`src/rtl/spi_px_pkg.sv`:
```
// Shared types and mode helpers for the parametrised SPI master.
package spi_px_pkg;

    // Transfer phases of the master FSM.
    typedef enum logic [1:0] {
        IDLE  = 2'd0,
        SETUP = 2'd1,
        XFER  = 2'd2,
        HOLD  = 2'd3
    } state_t;

    // SPI mode encodings as {cpol, cpha}.
    localparam logic [1:0] MODE0 = 2'b00;
    localparam logic [1:0] MODE1 = 2'b01;
    localparam logic [1:0] MODE2 = 2'b10;
    localparam logic [1:0] MODE3 = 2'b11;

    // In modes 0 and 2 the leading SCLK edge is the sampling edge.
    function automatic logic samples_on_lead(input logic [1:0] mode);
        return (mode == MODE0) || (mode == MODE2);
    endfunction

    // In modes 1 and 3 data is advanced on the leading SCLK edge.
    function automatic logic shifts_on_lead(input logic [1:0] mode);
        return (mode == MODE1) || (mode == MODE3);
    endfunction

endpackage

```
`src/rtl/spi_px_clkgen.sv`:
```
// SCLK generator: half-period counter, leading/trailing edge strobes and
// the registered sclk output.
module spi_px_clkgen #(
    parameter int DIV_W = 8
) (
    input  logic             clock_in,
    input  logic             reset_n,
    input  logic             en,
    input  logic             toggle,
    input  logic             cpol,
    input  logic [DIV_W-1:0] div,
    output logic             tick,
    output logic             lead_stb,
    output logic             trail_stb,
    output logic             sclk
);

    logic             armed;
    logic [DIV_W-1:0] cnt;

    // A tick marks the last cycle of each half period; the first enabled
    // cycle only arms the counter, which aligns the phases with completion.
    assign tick      = en && armed && (cnt == div);
    assign lead_stb  = tick && toggle && (sclk == cpol);
    assign trail_stb = tick && toggle && (sclk != cpol);

    // Half-period counter, cleared whenever the generator is disabled.
    // NOTE: sequential state uses <= so every register updates from pre-edge values.
    always_ff @(posedge clock_in or negedge reset_n) begin
        if (!reset_n) begin
            armed <= 1'b0;
            cnt   <= '0;
        end else if (!en) begin
            armed <= 1'b0;
            cnt   <= '0;
        end else if (!armed) begin
            armed <= 1'b1;
        end else if (tick) begin
            cnt <= '0;
        end else begin
            cnt <= cnt + 1'b1;
        end
    end

    // SCLK rests at cpol outside the shifting phase and toggles on each tick.
    always_ff @(posedge clock_in or negedge reset_n) begin
        if (!reset_n) begin
            sclk <= 1'b0;
        end else if (!en || !toggle) begin
            sclk <= cpol;
        end else if (tick) begin
            sclk <= ~sclk;
        end
    end

endmodule

```
`src/rtl/spi_master_px.sv`:
```
// Parametrised SPI master: runtime mode, bit order and SCLK divider,
// one-hot active-low slave selects and a start/busy/done handshake.
module spi_master_px
    import spi_px_pkg::*;
#(
    parameter int DATA_W = 8,
    parameter int NUM_SS = 4,
    parameter int SS_W   = 2,
    parameter int DIV_W  = 8
) (
    input  logic              clock_in,
    input  logic              reset_n,
    input  logic              start,
    input  logic [DATA_W-1:0] datain,
    input  logic [SS_W-1:0]   ss_sel,
    input  logic              cpol,
    input  logic              cpha,
    input  logic              lsb_first,
    input  logic [DIV_W-1:0]  clk_div,
    input  logic              miso,
    output logic [DATA_W-1:0] dataout,
    output logic              busy,
    output logic              done,
    output logic              sclk,
    output logic              mosi,
    output logic [NUM_SS-1:0] ssn
);

    localparam int              EC_W      = $clog2(2 * DATA_W) + 1;
    localparam logic [EC_W-1:0] LAST_EDGE = EC_W'(2 * DATA_W - 1);

    state_t             state;
    logic [DATA_W-1:0]  sr;
    logic               rx_bit;
    logic [1:0]         mode_q;
    logic               lsb_q;
    logic [DIV_W-1:0]   div_q;
    logic [EC_W-1:0]    edge_cnt;

    logic [NUM_SS-1:0]  ssn_dec;
    logic               tick;
    logic               lead_stb;
    logic               trail_stb;
    logic               cpol_sel;
    logic               last_edge;
    logic               do_sample;
    logic               do_shift;
    logic [DATA_W-1:0]  sr_shifted;

    spi_px_clkgen #(
        .DIV_W (DIV_W)
    ) u_clkgen (
        .clock_in  (clock_in),
        .reset_n   (reset_n),
        .en        (state != IDLE),
        .toggle    (state == XFER),
        .cpol      (cpol_sel),
        .div       (div_q),
        .tick      (tick),
        .lead_stb  (lead_stb),
        .trail_stb (trail_stb),
        .sclk      (sclk)
    );

    // One-hot active-low decode of the requested slave; out-of-range
    // indices leave every select deasserted.
    // NOTE: every always_comb output gets a default first so no latch is inferred.
    always_comb begin
        ssn_dec = '1;
        for (int i = 0; i < NUM_SS; i++) begin
            if (int'(ss_sel) == i) ssn_dec[i] = 1'b0;
        end
    end

    // Edge classification and the next shift-register value; received bits
    // enter at the end opposite the transmit end.
    always_comb begin
        cpol_sel  = (state == IDLE) ? cpol : mode_q[1];
        last_edge = (edge_cnt == LAST_EDGE);
        do_sample = samples_on_lead(mode_q) ? lead_stb : trail_stb;
        do_shift  = shifts_on_lead(mode_q) ? (lead_stb && (edge_cnt != '0))
                                           : (trail_stb && !last_edge);
        if (lsb_q) begin
            sr_shifted = {rx_bit, sr[DATA_W-1:1]};
        end else begin
            sr_shifted = {sr[DATA_W-2:0], rx_bit};
        end
    end

    // Transfer FSM with registered handshake, mosi, ssn and dataout.
    always_ff @(posedge clock_in or negedge reset_n) begin
        if (!reset_n) begin
            state    <= IDLE;
            busy     <= 1'b0;
            done     <= 1'b0;
            mosi     <= 1'b0;
            ssn      <= '1;
            dataout  <= '0;
            sr       <= '0;
            rx_bit   <= 1'b0;
            mode_q   <= MODE0;
            lsb_q    <= 1'b0;
            div_q    <= '0;
            edge_cnt <= '0;
        end else begin
            done <= 1'b0;
            case (state)
                IDLE: begin
                    if (start) begin
                        state    <= SETUP;
                        busy     <= 1'b1;
                        sr       <= datain;
                        mode_q   <= {cpol, cpha};
                        lsb_q    <= lsb_first;
                        div_q    <= clk_div;
                        ssn      <= ssn_dec;
                        mosi     <= lsb_first ? datain[0] : datain[DATA_W-1];
                        edge_cnt <= '0;
                        rx_bit   <= 1'b0;
                    end
                end
                SETUP: begin
                    if (tick) state <= XFER;
                end
                XFER: begin
                    if (do_sample) rx_bit <= miso;
                    if (do_shift) begin
                        sr   <= sr_shifted;
                        mosi <= lsb_q ? sr[1] : sr[DATA_W-2];
                    end
                    if (lead_stb || trail_stb) begin
                        edge_cnt <= edge_cnt + 1'b1;
                        if (last_edge) state <= HOLD;
                    end
                end
                HOLD: begin
                    if (tick) begin
                        state   <= IDLE;
                        busy    <= 1'b0;
                        done    <= 1'b1;
                        ssn     <= '1;
                        mosi    <= 1'b0;
                        // The final sample is still pending in rx_bit.
                        dataout <= sr_shifted;
                    end
                end
                default: state <= IDLE;
            endcase
        end
    end

endmodule

```
`config.mk`:
```
export PLATFORM = sky130hd
export DESIGN_NAME = spi_master_px
export DESIGN_NICKNAME = d
export VERILOG_FILES = /design/src/rtl/spi_px_pkg.sv /design/src/rtl/spi_px_clkgen.sv /design/src/rtl/spi_master_px.sv
export SDC_FILE = /design/constraint.sdc
export NUM_CORES = 1
export LEC_CHECK = 0
export CAP_MARGIN = 30
export CORE_AREA = 2 2 89 91
export DETAILED_ROUTE_END_ITERATION = 8
export DIE_AREA = 0 0 91 93
export HOLD_SLACK_MARGIN = 0.15
export PLACE_DENSITY = 0.58
export SYNTH_ARGS = -nofsm -noshare
export SYNTH_HDL_FRONTEND = slang
export SYNTH_SLANG_ARGS = --single-unit
```
`constraint.sdc`:
```
create_clock -name clock_in -period 3 [get_ports clock_in]
set_input_delay 0.6 -clock clock_in [delete_from_list [all_inputs] [get_ports clock_in]]
set_output_delay 0.6 -clock clock_in [all_outputs]
set_load 0.01 [all_outputs]
```
### Word level (Yosys, flattened, before mapping)

Index checks and enable logic that the tools add are counted.

| word-level totals | value |
|---|---|
| flip-flop bits (word level) | 52 |
| bits in latches | 0 |
| memory bits (writable) | 0 |
| memory bits (read-only) | 0 |
| bits of input ports | 25 |
| word-level logic and storage cells | 112 |
| memories | 0 |

| operators by class | value |
|---|---|
| $add $sub $neg | 2 |
| $mul | 0 |
| divide/modulo/power cells | 0 |
| magnitude comparators | 0 |
| equal/unequal tests | 21 |
| shift-type cells | 0 |
| muxes and demuxes | 42 |
| bitwise gates (word level) | 1 |
| reductions and logical operators | 31 |

Operators with widths:

| kind | count |
|---|---|
| two-way mux 8 bit | 6 |
| two-way mux 1 bit | 20 |
| one-hot mux 8 bit (2 select lines) | 1 |
| equality test 2 bit, second input constant | 6 |
| inequality test 2 bit, second input constant | 6 |
| AND reduction 3 bit | 4 |
| two-way mux 2 bit | 5 |
| two-way mux 5 bit | 2 |
| one-hot mux 5 bit (2 select lines) | 1 |
| adder 8 x 1 -> 8 bit, second input constant | 1 |
| equality test 8 bit | 1 |
| two-way mux 4 bit | 2 |
| one-hot mux 2 bit (4 select lines) | 1 |
| one-hot mux 4 bit (2 select lines) | 1 |
| nonzero test 2 bit | 4 |
| logical AND 1 bit | 7 |
| equality test 2 x 1 -> 1 bit, second input constant | 3 |
| zero test 2 bit | 3 |
| adder 5 x 1 -> 5 bit, second input constant | 1 |
| equality test 5 x 4 -> 1 bit, second input constant | 1 |
| AND reduction 5 bit | 1 |
| nonzero test 5 bit | 1 |
| logical OR 1 bit | 4 |
| inequality test 2 x 1 -> 1 bit, second input constant | 2 |
| 9 further kinds | 13 |

### Depth between registers and ports, before layout

| logic depth | value |
|---|---|
| word-level depth | 9 |
| depth in mapped cells | 8 |
| mapped depth without buffers | 8 |

### Modules after synthesis

A second synthesis with hierarchy kept.

| second synthesis, totals | value |
|---|---|
| cell total of the unflattened synthesis | 260 |
| area, all modules | 2745.1 um^2 |

By module, submodules not included:

| module | instances | cells each | area each (um^2) | sequential area each (um^2) |
|---|---|---|---|---|
| spi_master_px | 1 | 187 | 2102.0 | 1056.0 |
| spi_px_clkgen | 1 | 73 | 643.1 | 250.2 |

### Least setup slack after synthesis

No wires, ideal clock.

| timing | value |
|---|---|
| kind | register to register |
| start | reg state[0] |
| end | reg state[1] |
| arrival time | 2.107 ns |
| data required time | 2.875 ns |
| setup slack | 0.769 ns |
| cell stages (with the launch flop) | 8 |
| buffers on the path | 0 |
| period minus slack after synthesis | 2.231 ns |
| cells stage by stage | dfrtp_1 inv_1 ha_1 inv_2 nand3_1 or4b_2 o221ai_1 mux2_2 |

| between the ends | value |
|---|---|
| word-level cells in the longest chain between the ends | 8 |
| elaborated cells on any way between the ends | 21 |

RTL lines:

| item | RTL line | text |
|---|---|---|
| start: declaration | spi_master_px.sv:32 | `state_t state;` |
| start signal: assignment | spi_master_px.sv:93 | `state <= IDLE;` |
| start signal: assignment | spi_master_px.sv:110 | `state <= SETUP;` |
| start signal: assignment | spi_master_px.sv:123 | `if (tick) state <= XFER;` |
| nonzero test 2 bit (*) | spi_master_px.sv:55 | `.en (state != IDLE),` |
| net u_clkgen.en | spi_px_clkgen.sv:8 | `input logic en,` |
| logical AND 1 bit (*) (2 in a row) | spi_px_clkgen.sv:23 | `assign tick = en && armed && (cnt == div);` |
| logical AND 1 bit | spi_px_clkgen.sv:24, spi_px_clkgen.sv:25 |  |
| logical AND 1 bit, on equally long branches | spi_px_clkgen.sv:24, spi_px_clkgen.sv:25 |  |
| logical OR 1 bit | spi_master_px.sv:131 | `if (lead_stb \|\| trail_stb) begin` |
| inequality test 2 bit (no source line) | n/a |  |
| AND reduction 5 bit (no source line) (*) | n/a |  |

Mark *: on every way through the listed nets, which the timed path passes. The rest lies on a longest branch.
A chain may end at the register's enable or synchronous reset.

### Worst setup path in the final report

Same ends and word-level chain as after synthesis.

==> flow_summary.yaml <==
synth:
  netlist-cell-type-count: 56
  seq_area_frac_synth_pct: 44.5
  syn-mean-instance-area_sq_um: 10.6
  postSynth.topFlopCell: "dfrtp_1"
  netlist_area_sq_um: 2940
  postSynthRegisterBits: 52
  post_synth_inst_count: 277
  yosys_warnings: 0
  syn-num-nets: 312
  synth_enable_flop_cells: 0
  synth-async-reset-ratio_pct: 100
critical_path:
  critical_path.cell_chain: "inv_1 -> ha_1 -> inv_2 -> nand3_1 -> or4b_2 -> o221ai_1 -> mux2_2"
  startpoint_type: "register"
  crit_path_max_fanout: 10
  cp-end-kind: "register"
  cpMaxStageDelayCell: "or4b_2"
  cpPeakStageDelay_ps: 740
  cp_top_family: "simple AND/OR/NAND/NOR gates"
  req_time_crit_path_ps: 3200
  setup.worst_path.class: "reg -> reg"
  worst-endpoint-arrival_ps: 2760
  critPathBufInv: 2
timing:
  timing.clock.skew_ps: 4.46
  maxSlewHeadroom_pct: 71.8
  worst-slew-pin-transition_ps: 415
  timing.setup.tns_ps: 0
  whs_ps: 508
  timing.final.max_slew_violations: 0
  timing.final.crit_period_ps: 2560
  fraction_of_the_cycle_the_final_worst_path_needs_pct: 85.3
  final-setup-viol-count: 0
  finalHoldViolCount: 0
  rsz0062_at_grt: "false"
  achievable_freq_mhz: 391
cells_and_area:
  final_layout_size_suffix_gt1_share_pct: 18.8
  final.fill_count: 739
  finalInstanceArea_sq_um: 3580
  synth_to_final_area_change_pct: 21.9
  antenna_cells: 0
  layout.nets: 358
  layout.cells.non_filler: 426
floorplan:
  design.portCount: 41
  fp.dieArea_sq_um: 8460
  core.rowCount: 32
  start_util_pct: 39.0
  die_width_um: 91
  die_h_um: 93
  core_area_sq_um: 7530
routing:
  wirelength_mm: 6.79
  remaining_drc_errors: 0
  detail_routed_via_count_per_cell: 5.42
  drt.antenna.violating_nets: 0
  dr.pass1.iters: 4
  dr.first_iter.drc_count: 143
  via_count: 2309
  detail_routed_net_length_per_standard_cell_um: 15.9
grt:
  grt_max_degree: 33
  global_route.overflow_total: 0
  groute.usage.overall_pct: 17.0
  vias_in_the_first_global_route: 2342
  grt_antenna_before_repair: 0
  grt_first_pass_wirelength_mm: 11.6
cts:
  clock_latency_reported_for_the_late_side_of_the_worst_skew_pair_ps: 310
  cts_htree_levels: 2
  tritoncts.num_buffers: 5
  cts.sinks: 52
  root_buffer: "clkbuf_8"
  cts_buffer_depth: 2
  clk_pin_slew_worst_paths_ps: 90
  postCtsSetupRepairBufs: 0
  cts_tree: "done"
status:
  outcome: "completed"
power:
  netSwitchingFraction_pct: 39.4
  vdd_ir_drop_max_v: 0.000325
  p_switching_mw: 1.25
  power_total_mw: 3.18
  power.combinational.fraction_pct: 49.7
  power_report.internal_total_mw: 1.93
  power.leakage_nw: 1.49
  clock_power_share_pct: 13.3
  part_of_the_power_in_registers_pct: 36.9
  power_per_cell_area_nw_per_um2: 889
min_path:
  holdCritPathClass: "reg -> reg"
placement:
  place_area_sq_um: 3480
  portBuffers: 40
  gp_congestion: 0.821
  placed_cells_incl_taps: 417
  post-dp-hpwl_mm: 5.00
run:
  max-cap-violations: 0
[path summary, 6_finish.rpt]
path | start | endpoint | slack, ps | cells after the start
min | dataout[0] | dataout[0] | 510 | 1
max in group asynchronous | reset_n | ssn[2] | 1780 | 3
min in group asynchronous | reset_n | edge_cnt[1] | 600 | 2
max reg2reg | state[0] | state[1] | 440 | 7
max | state[0] | state[1] | 440 | 7
min reg2reg | dataout[0] | dataout[0] | 510 | 1
[state kept, by name, summed over array words and instances, names as in the netlist]
signal,flops
u_clkgen.cnt,8
u_clkgen.armed,1
edge_cnt,5
mode_q,2
busy,1
sr,8
state,2
rx_bit,1
div_q,8
lsb_q,1
u_clkgen.sclk,1
done,1
dataout,8
mosi,1
ssn,4
[power by group through the flow]
stage | registers (mW) | clock network, mW | logic [mW]
after floorplan | 1.13 | 0 | 1.13
after global placement | 1.18 | 0 | 1.55
after detailed placement | 1.19 | 0 | 1.58
after CTS | 1.18 | 0.436 | 1.59
after global routing | 1.22 | 0.467 | 1.74
final | 1.18 | 0.424 | 1.58
[per-layer routing]
layer,vias up,track usage [%],wire length [um]
met5,-,0,0
met3,10,2.74,292
met4,0,5.30,88
met1,1135,23.5,3130
met2,61,27.4,3280
li1,1103,-,-
[stage by stage]
stage          setup WS [ps]  utilization [%]
2_1_floorplan            769                -
3_3_place_gp             481             46.2
3_5_place_dp             438             46.2
4_1_cts                  454             47.6
5_1_grt                  275             47.6
6_report                 440             47.6
[synth_stat cells, drive strengths merged, types with 2 or more instances]
| cell type | count | share of area [%] |
|---|---|---|
| a32o | 4 | 1.4 |
| inv | 16 | 2.0 |
| mux2i | 9 | 3.2 |
| a41oi | 4 | 1.2 |
| or3 | 2 | 0.60 |
| a21oi | 8 | 1.4 |
| dfstp | 4 | 3.6 |
| nand3b | 2 | 0.51 |
| a31oi | 7 | 1.5 |
| buf | 8 | 1.6 |
| a22o | 2 | 0.60 |
| nor2 | 12 | 1.5 |
| nor3 | 4 | 0.85 |
| o31ai | 2 | 0.51 |
| nor2b | 5 | 1.1 |
| dfrtp | 48 | 41 |
| and2 | 2 | 0.43 |
| o221ai | 4 | 1.2 |
| nor4 | 2 | 0.43 |
| o21a | 2 | 0.51 |
| and3 | 4 | 0.85 |
| or4b | 3 | 1.0 |
| o22a | 6 | 1.8 |
| clkbuf | 5 | 0.64 |
| ha | 10 | 4.3 |
| nor3b | 4 | 1.0 |
| o221a | 4 | 1.5 |
| o21ai | 9 | 1.5 |
| nand2b | 5 | 1.1 |
| nand2 | 17 | 2.2 |
| xnor2 | 11 | 3.5 |
| mux2 | 26 | 10 |
| nand3 | 13 | 2.2 |
[repair_timing]
action	4_1_cts	5_1_grt
endpoints found under the hold margin	1	0
resized for setup	0	0
hold buffers	1	0
[area by class of cell]
cell class / instances / area [sq um] / share of cell area, %
flip-flops and latches: 52 / 1310 / 36.5
clock inverters: 1 / 7.51 / 0.210
repair buffers: 52 / 488 / 13.6
multi-input cells: 196 / 1500 / 42.0
inverters: 16 / 60.1 / 1.68
clock buffers: 7 / 86.3 / 2.41
well taps: 102 / 128 / 3.57
[layout by cell type (no fill, tap or decap), drive strengths merged, types with 3 or more instances in the layout]
cell type,netlist,routed
or4b,3,3
o221a,4,4
mux2,26,26
clkbuf,5,7
clkdlybuf4s50,0,39
nor3b,4,4
ha,10,10
a31oi,7,7
nor3,4,4
xnor2,11,11
nor2b,5,5
inv,16,16
dfstp,4,4
a32o,4,4
nand2b,5,5
o21ai,9,9
and3,4,4
nand3,13,13
mux2i,9,9
nor2,12,12
a41oi,4,4
a21oi,8,8
dfrtp,48,48
o22a,6,6
buf,8,12
nand2,17,17
o221ai,4,4
[cells by family (layout without fill, tap and decap cells)]
logic type | after synthesis | in the layout | share of synthesized area (%)
fa+ha+maj | 10 | 10 | 4.26
compound gates | 61 | 61 | 15.5
flops | 52 | 52 | 44.5
xor+xnor | 12 | 12 | 3.83
buf+inv | 29 | 76 | 4.30
mux | 35 | 35 | 13.2
simple gates | 78 | 78 | 14.4
[worst reg2reg max path: cells and delay by family (launching register included)]
family                     cells  cell delay, ps
and+or+nand+nor                2            1000
DFF                            1             400
muxes                          1             360
adders and majority gates      1             300
buffers and inverters          2             300
AOI/OAI and AO/OA              1             100
(Power assumes the default switching activity.)
